`src/rtl/iir1_lpf_mc.sv`:
```
`default_nettype none
// ============================================================================
// Module   : iir1_lpf_mc
// Brief    : Time-multiplexed multi-channel first-order IIR low-pass filter,
//            y(n) = a*x(n) + (1-a)*y(n-1), a = i_coef/2^CW, three-stage
//            pipeline with per-channel state bank and S3->S2 forwarding.
//            Optional build macro IIR1_ROUND_EN selects round-half-up at both
//            right shifts (default: truncation).
// Revision : 1.0 - initial release
// ============================================================================
module iir1_lpf_mc #(
  parameter int DW = 8,
  parameter int CW = 2,
  parameter int CH = 4,
  localparam int CHW = (CH > 1) ? $clog2(CH) : 1
) (
  input  logic           clk,
  input  logic           rst_n,
  input  logic           i_clr,
  input  logic           i_valid,
  input  logic [CHW-1:0] i_ch,
  input  logic [DW-1:0]  i_data,
  input  logic [CW:0]    i_coef,
  output logic           o_valid,
  output logic [CHW-1:0] o_ch,
  output logic [DW-1:0]  o_y
);

  // State holds y scaled by 2^CW; the product needs two fractional fields
  // plus one guard bit so a full-scale sum cannot wrap.
  localparam int SW = DW + CW;
  localparam int PW = DW + 2 * CW + 1;
  localparam logic [CW:0]  A_ONE  = (CW + 1)'(1) << CW;
  localparam logic [CHW:0] CH_LIM = (CHW + 1)'(CH);

  // Stage 1 registers: accepted sample and clamped coefficient
  logic           v1;
  logic [CHW-1:0] ch1;
  logic [DW-1:0]  d1;
  logic [CW:0]    a1;

  // Stage 2 registers: both partial products
  logic           v2;
  logic [CHW-1:0] ch2;
  logic [PW-1:0]  px2;
  logic [PW-1:0]  ps2;

  // Per-channel state bank
  logic [SW-1:0]  st [CH];

  logic           in_ok;
  logic           fwd;
  logic [SW-1:0]  s_rd;
  logic [PW-1:0]  px_c;
  logic [PW-1:0]  ps_c;
  logic [PW-1:0]  prod;
  logic [SW-1:0]  s_new;
  logic [DW-1:0]  y_new;

  assign in_ok = ({1'b0, i_ch} < CH_LIM);

  // Stage 2 product formation; the sample one stage ahead on the same
  // channel has not written the bank yet, so take its fresh state instead
  always_comb begin
    fwd  = v2 && (ch2 == ch1);
    s_rd = fwd ? s_new : st[ch1];
    px_c = (PW'(a1) * PW'(d1)) << CW;
    ps_c = PW'(A_ONE - a1) * PW'(s_rd);
  end

`ifdef IIR1_ROUND_EN
  localparam logic [PW-1:0] P_HALF = PW'(1) << (CW - 1);
  localparam logic [SW:0]   S_HALF = (SW + 1)'(1) << (CW - 1);
  localparam logic [DW:0]   Y_MAX  = (DW + 1)'((1 << DW) - 1);

  logic [PW-1:0] prod_r;
  logic [SW:0]   s_r;
  logic [DW:0]   y_w;

  // Stage 3 sum with round-half-up at both shifts; output clamp kept as a guard
  always_comb begin
    prod   = px2 + ps2;
    prod_r = prod + P_HALF;
    s_new  = SW'(prod_r >> CW);
    s_r    = (SW + 1)'(s_new) + S_HALF;
    y_w    = (DW + 1)'(s_r >> CW);
    y_new  = (y_w > Y_MAX) ? DW'(Y_MAX) : DW'(y_w);
  end
`else
  // Stage 3 sum with truncating shifts
  always_comb begin
    prod  = px2 + ps2;
    s_new = SW'(prod >> CW);
    y_new = DW'(s_new >> CW);
  end
`endif

  // Pipeline registers; clear flushes every valid, data fields just hold
  always_ff @(posedge clk or negedge rst_n) begin
    if (!rst_n) begin
      v1      <= 1'b0;
      ch1     <= '0;
      d1      <= '0;
      a1      <= '0;
      v2      <= 1'b0;
      ch2     <= '0;
      px2     <= '0;
      ps2     <= '0;
      o_valid <= 1'b0;
      o_ch    <= '0;
      o_y     <= '0;
    end else if (i_clr) begin
      v1      <= 1'b0;
      v2      <= 1'b0;
      o_valid <= 1'b0;
    end else begin
      v1 <= i_valid && in_ok;
      if (i_valid && in_ok) begin
        ch1 <= i_ch;
        d1  <= i_data;
        a1  <= (i_coef > A_ONE) ? A_ONE : i_coef;
      end
      v2 <= v1;
      if (v1) begin
        ch2 <= ch1;
        px2 <= px_c;
        ps2 <= ps_c;
      end
      o_valid <= v2;
      if (v2) begin
        o_ch <= ch2;
        o_y  <= y_new;
      end
    end
  end

  // Channel state bank: written from stage 3, wiped by reset or clear
  always_ff @(posedge clk or negedge rst_n) begin
    if (!rst_n) begin
      for (int c = 0; c < CH; c++) st[c] <= '0;
    end else if (i_clr) begin
      for (int c = 0; c < CH; c++) st[c] <= '0;
    end else if (v2) begin
      st[ch2] <= s_new;
    end
  end

endmodule
`default_nettype wire

```
`config.mk`:
```
export PLATFORM = sky130hd
export DESIGN_NAME = iir1_lpf_mc
export DESIGN_NICKNAME = d
export VERILOG_FILES = /design/src/rtl/iir1_lpf_mc.sv
export SDC_FILE = /design/constraint.sdc
export NUM_CORES = 1
export LEC_CHECK = 0
export BUFFER_PORTS_ARGS = -buffer_cell sky130_fd_sc_hd__buf_2
export CAP_MARGIN = 20
export CELL_PAD_IN_SITES_DETAIL_PLACEMENT = 2
export CELL_PAD_IN_SITES_GLOBAL_PLACEMENT = 2
export CORE_MARGIN = 4
export CORE_UTILIZATION = 40
export DETAILED_ROUTE_END_ITERATION = 6
export PLACE_DENSITY = 0.79
export SLEW_MARGIN = 5
export SYNTH_ARGS = -nofsm -noshare
export SYNTH_HDL_FRONTEND = slang
export SYNTH_SLANG_ARGS = --single-unit
```
`constraint.sdc`:
```
create_clock -name clk -period 6.65 [get_ports clk]
set_input_delay 0.665 -clock clk [delete_from_list [all_inputs] [get_ports clk]]
set_output_delay 0.665 -clock clk [all_outputs]
set_load 0.1 [all_outputs]
```
==> results of run 1 <==
-- registers in the layout, summed over array words and instances (netlist names) --
name and flops:
st 40, ch2 2, o_ch 2, v2 1, o_valid 1, d1 8, o_y 8, v1 1
a1 3, px2 10, ch1 2, ps2 10
-- cell usage in the layout, fill, tap and decap left out, drive strengths merged, types with 2 or more instances in the layout --
cell | netlist | layout
nand3b | 2 | 2
and3 | 3 | 3
a21oi | 49 | 49
or2 | 2 | 2
xnor2 | 23 | 23
nor2b | 12 | 12
clkinv | 1 | 3
dfrtp | 88 | 88
a32o | 2 | 2
nand3 | 4 | 4
mux4 | 10 | 10
and2 | 23 | 23
inv | 30 | 34
buf | 9 | 31
fa | 25 | 25
o21bai | 6 | 6
nand2b | 4 | 4
mux2 | 17 | 17
ha | 38 | 38
nand2 | 145 | 145
o21ai | 26 | 26
a211oi | 5 | 5
a22o | 6 | 6
clkbuf | 17 | 9
xor2 | 7 | 7
a21o | 9 | 9
nor2 | 26 | 26
-- metal layers --
metal / track usage (%) / part of all wire (%) / vias to the layer above
li1: - / - / 1995
met1: 28.9 / 45 / 2267
met2: 39.2 / 52 / 43
met3: 2.88 / 1.7 / 13
met4: 4.18 / 0.91 / 0
met5: 0 / 0 / -
-- cell usage after synthesis (all sizes together), types with 9 or more instances --
| cell type | n | share of area [%] |
|---|---|---|
| nand2 | 145 | 9.5 |
| dfrtp | 88 | 38 |
| a21oi | 49 | 4.6 |
| ha | 38 | 8.3 |
| inv | 30 | 2.0 |
| nor2 | 26 | 1.7 |
| o21ai | 26 | 2.4 |
| fa | 25 | 8.7 |
| and2 | 23 | 2.5 |
| xnor2 | 23 | 3.6 |
| clkbuf | 17 | 1.3 |
| mux2 | 17 | 3.3 |
| nor2b | 12 | 1.3 |
| mux4 | 10 | 3.9 |
| a21o | 9 | 1.2 |
| buf | 9 | 1.2 |
-- through the flow --
stage / util [%] / cell area (µm²) / worst slack [ns] / hold slack (ns) / power [µW]
floorplan: - / 5740 / 1.74 / 0.369 / 1330
global placement: 42.8 / 5990 / 1.33 / 0.452 / 1540
detailed placement: 42.8 / 5990 / 0.921 / 0.465 / 1590
CTS: 44.9 / 6290 / 0.864 / 0.284 / 2130
global route: 44.9 / 6290 / 0.402 / 0.296 / 2230
finish: 44.9 / 6290 / 0.895 / 0.271 / 2110
-- cells by family (layout without fill, tap and decap cells) --
family          after synthesis  count (layout)  share of synthesized area (%)
compound gates              104             104                           11.1
xor+xnor                     30              30                           4.71
fa+ha+maj                    63              63                           17.0
buf+inv                      57              78                           4.55
flops                        88              88                           38.4
mux                          27              27                           7.26
simple gates                225             225                           17.0
-- worst max path at each step --
| stage | start | end | cells after the start | slack [ns] |
|---|---|---|---|---|
| after global placement | ch1[0] | ps2[11] | 19 | 1.33 |
| after detailed placement | ch1[0] | ps2[11] | 19 | 0.92 |
| after global routing | ch1[0] | ps2[11] | 19 | 0.40 |
| after CTS | ch1[0] | ps2[11] | 19 | 0.86 |
| final | ch1[0] | ps2[11] | 19 | 0.89 |
| after floorplan | ch1[0] | ps2[11] | 20 | 1.74 |
-- power breakdown --
group	total, µW	switching [µW]	internal, µW
Clock	523	258	266
Sequential	714	91.7	622
Combinational	870	612	258
Total	2110	961	1150
-- worst reg2reg max path, delay by kind of cell (launching register included) --
kind	cells	cell delay, ns
AND/OR/NAND/NOR	3	0.61
adder cells (fa/ha/maj)	5	2.12
flip-flops	1	0.88
XOR/XNOR	4	0.71
AO/OA/AOI/OAI	5	1.18
buffers and inverters	2	0.12
-- final cells by class --
| cell class | count | share of cell area (%) |
|---|---|---|
| inverters | 31 | 1.85 |
| clock buffers | 9 | 3.58 |
| well taps | 180 | 3.58 |
| multi-input cells | 449 | 52.1 |
| clock inverters | 7 | 1.15 |
| repair buffers | 31 | 2.67 |
| flip-flops and latches | 88 | 35.0 |
==> results.toml, run 1 <==
[worst_setup_path]
required_ns = 6.86
reg2reg_setup_slack_ns = 0.89
reg2reg_depth = 19
cp_cell_sequence = "xnor2_1, nand3_1, o21ai_0, nand2_1, fa_1, fa_1, inv_1, fa_1, ha_1, inv_1, fa_1, nor2b_1, o21ai_0, a21o_1, a21oi_1, xnor2_1, xnor2_1, xnor2_1, o21ai_1"
crit_type = "flip-flop to flip-flop"
arrival_ns = 5.97
start_kind = "flip-flop"
worst-path-max-fanout = 13
cp_slowest_stage_delay_ns = 0.88
cp_top_family = "adder cells"
critPathSlowestCell = "dfrtp_1"
r2r-start = "ch1[0]"
critPathCaptureType = "flip-flop"
path_buf_inv = 2
rr_endpoint = "ps2[11]"

[floorplan]
die_area_um2 = 16300
die_y_um = 128
core_area_um2 = 14000
die_w_um = 128
initial_utilization_pct = 41.0
io-pin-count = 28
num_rows = 43

[sta]
setup_viol_count_final = 0
skew_ns = 0.0107
rsz0062_at_grt = "false"
slew_headroom_pct = 45.4
report.final.slew_viol_count = 0
fin_tns_setup_ns = 0
hold_viol = 0
min_period_ns = 5.76
fin_crit_sh_pct = 86.5
fmax_ghz = 0.174
tightest_slew_ns = 0.819

[layout]
num_antenna_cells = 0
layout.nets = 690
syn_to_final_growth_pct = 9.50
final_cells = 795
fillers = 1535
final_layout_size_suffix_gt1_share_pct = 13.7
multi_input_area_um2 = 3280
register_area_um2 = 2200

[yosys]
synthDistinctLibCells = 41
synth-seq-cells = 88
synthCells = 594
synth-async-reset-ratio_pct = 100
synth-seq-area-share_pct = 38.4
synth_warnings = 0
syn_area_per_cell_um2 = 9.67
syn_nets = 674
synth_area_um2 = 5740
synthFlopType = "dfrtp_1"
synth-edff-count = 0

[drt]
routed_wl_mm = 17.0
wl_per_cell_um = 21.4
dr.pass1.iters = 4
drt_iter0_drc = 220
drc = 0
vias = 4318
routed_via_density = 5.43
ant_nets = 0

[cts]
cts.sinks = 88
clk_latency_ns = 0.35
cts_buffer_depth = 2
ctsHoldBuffers = 0
cts.htree.levels = 3
cts_tree = "yes"
ctsResizeCount = 0
clock-root-buffer = "clkbuf_16"
cts.reportedPaths.clkPinSlew_ns = 0.08
cts_buffers = 9
post_cts_buffers = 0

[global_route]
antenna_found_initial = 0
grt_max_degree = 52
grt_pass1_vias = 4945
grt_pass1_wl_mm = 27.8
overflow = 0
grtUsageTotal_pct = 22.0

[placement]
hpwl_mm = 12.7
place_inst = 779
io_buffers = 27
place_congestion = 0.813

[pwr]
pwr_density_cell_nw_per_um2 = 335
ir_drop_mv = 0.229
p_leak_uw = 0.00305

[flow_run]
maxCapViolations = 0

[run_status]
status = "completed"

[min_path]
worstHoldPathType = "input port to asynchronous set/reset pin"
(Power assumes the default switching activity.)
==> run 2: changes to the inputs <==
--- a/config.mk
+++ b/config.mk
@@ -10,10 +10,11 @@
 export CELL_PAD_IN_SITES_DETAIL_PLACEMENT = 2
 export CELL_PAD_IN_SITES_GLOBAL_PLACEMENT = 2
 export CORE_MARGIN = 4
-export CORE_UTILIZATION = 40
+export CORE_UTILIZATION = 43
 export DETAILED_ROUTE_END_ITERATION = 6
-export PLACE_DENSITY = 0.79
+export PLACE_DENSITY = 0.84
 export SLEW_MARGIN = 5
 export SYNTH_ARGS = -nofsm -noshare
 export SYNTH_HDL_FRONTEND = slang
 export SYNTH_SLANG_ARGS = --single-unit
+export TNS_END_PERCENT = 5
==> constraint.sdc (replaced) <==
create_clock -name clk -period 7 [get_ports clk]
set_input_delay 0.7 -clock clk [delete_from_list [all_inputs] [get_ports clk]]
set_output_delay 0.7 -clock clk [all_outputs]
set_load 0.1 [all_outputs]
==> run 2 against run 1 <==
Compared with the run above:
- combinational power shrank 5.3%
- largest power group unchanged
- total power shrank 3.9%
- critical endpoint unchanged
- global-route usage grew 2.8 points
- clock power decreased by 1%
- non-clock buffer count decreased by 1
- sequential power shrank 4.2%
==> results.toml, run 2 (synthesis results as in run 1) <==
[cts]
post_cts_buffers = 0
ctsHoldBuffers = 0
ctsResizeCount = 0
cts.sinks = 88
clk_latency_ns = 0.36
cts_buffer_depth = 2
cts.htree.levels = 3
clock-root-buffer = "clkbuf_16"
cts_buffers = 9
cts_tree = "yes"
cts.reportedPaths.clkPinSlew_ns = 0.07

[floorplan]
die_y_um = 124
num_rows = 41
die_w_um = 124
initial_utilization_pct = 44.8
io-pin-count = 28
die_area_um2 = 15300
core_area_um2 = 12800

[drt]
routed_via_density = 5.51
wl_per_cell_um = 21.7
dr.pass1.iters = 4
vias = 4333
drc = 0
ant_nets = 0
routed_wl_mm = 17.0
drt_iter0_drc = 236

[worst_setup_path]
required_ns = 7.22
rr_endpoint = "ps2[11]"
reg2reg_depth = 19
r2r-start = "ch1[0]"
arrival_ns = 5.86
critPathCaptureType = "flip-flop"
start_kind = "flip-flop"
worst-path-max-fanout = 13
crit_type = "flip-flop to flip-flop"
reg2reg_setup_slack_ns = 1.36

[flow_run]
maxCapViolations = 0

[sta]
setup_viol_count_final = 0
skew_ns = 0.00731
tightest_slew_ns = 0.925
rsz0062_at_grt = "false"
fin_crit_sh_pct = 80.6
fmax_ghz = 0.177
min_period_ns = 5.64
report.final.slew_viol_count = 0
hold_viol = 0
slew_headroom_pct = 38.3
fin_ws_ns = 1.36
fin_tns_setup_ns = 0

[layout]
fillers = 1400
post-route-util_pct = 49.0
stdcell_area_um2 = 6290
layout_common_cells = "nand2_1 (145), dfrtp_1 (88), a21oi_1 (46)"
final_layout_size_suffix_gt1_share_pct = 13.5
num_antenna_cells = 0
largest_registers = "st x40, ps2 x10, px2 x10"
syn_to_final_growth_pct = 9.48
register_area_um2 = 2200
layout.nets = 689
final_common_cell = "nand2_1"
largest_reg_flops = 40
multi_input_area_um2 = 3280
regMostFlops = "st"

[pwr]
pwr_density_cell_nw_per_um2 = 322
ir_drop_mv = 0.201
p_leak_uw = 0.00305

[global_route]
grt_max_degree = 73
antenna_found_initial = 0
grt_pass1_wl_mm = 28.1
grt_pass1_vias = 4993
overflow = 0
grtUsageTotal_pct = 24.8

[placement]
place_congestion = 0.846
io_buffers = 27
hpwl_mm = 12.2
placed_cell_area_um2 = 5970
dp_slack_ns = 1.37

[run_status]
status = "completed"

[min_path]
worstHoldPathType = "input port to asynchronous set/reset pin"
## run 2: cell count changes in the layout (fill, tap and decap cells not counted), sizes merged
cell / change
inv: -2
bufinv: +1
buf: -1
clkbuf: +2
clkinvlp: -1
## run 2: layout make-up
cell class / count / share of cell area (%)
multi-input cells: 449 / 52.1
clock inverters: 5 / 0.975
repair buffers: 30 / 2.55
clock buffers: 11 / 4.02
well taps: 172 / 3.42
inverters: 31 / 1.85
flip-flops and latches: 88 / 35.0
## run 2: worst max-delay path, cell delays in order, from the launching register on
cell	delay [ns]
dfrtp_1	0.84
xnor2_1	0.21
nand3_1	0.33
o21ai_0	0.50
nand2_1	0.16
fa_1	0.49
fa_1	0.55
inv_1	0.06
fa_1	0.50
ha_1	0.16
inv_1	0.05
fa_1	0.40
nor2b_1	0.14
o21ai_0	0.13
a21o_1	0.21
a21oi_1	0.21
xnor2_1	0.17
xnor2_1	0.16
xnor2_1	0.14
o21ai_1	0.07
## run 2: how the worst max path moves through the flow
stage | startpoint | end | slack (ns) | cells after the start
2_1_floorplan | ch1[0] | ps2[11] | 2.09 | 20
3_3_place_gp | ch1[0] | ps2[11] | 1.68 | 19
3_5_place_dp | ch1[0] | ps2[11] | 1.37 | 19
4_1_cts | ch1[0] | ps2[11] | 1.28 | 19
5_1_grt | ch1[0] | ps2[11] | 0.87 | 19
6_report | ch1[0] | ps2[11] | 1.36 | 19
## run 2: per-stage QoR
stage / power [µW] / hold slack [ns] / std cells
final: 2030 / 0.210 / 786
after global routing: 2140 / 0.222 / 786
after CTS: 2050 / 0.210 / 786
after detailed placement: 1500 / 0.465 / 770
after global placement: 1460 / 0.453 / 770
after floorplan: 1260 / 0.404 / 594
## run 2: per-layer routing
metal | wire length (µm) | track usage, % | up-vias
met5 | 0 | 0 | -
met4 | 212 | 5.40 | 0
met3 | 556 | 3.98 | 13
met2 | 9050 | 44.8 | 64
met1 | 7230 | 31.2 | 2266
li1 | - | - | 1990
## run 2: where the power goes
part	internal, µW	leakage [µW]	switching, µW
combinational	243	0.00173	581
clock	299	0.000157	219
sequential	591	0.00117	93.0
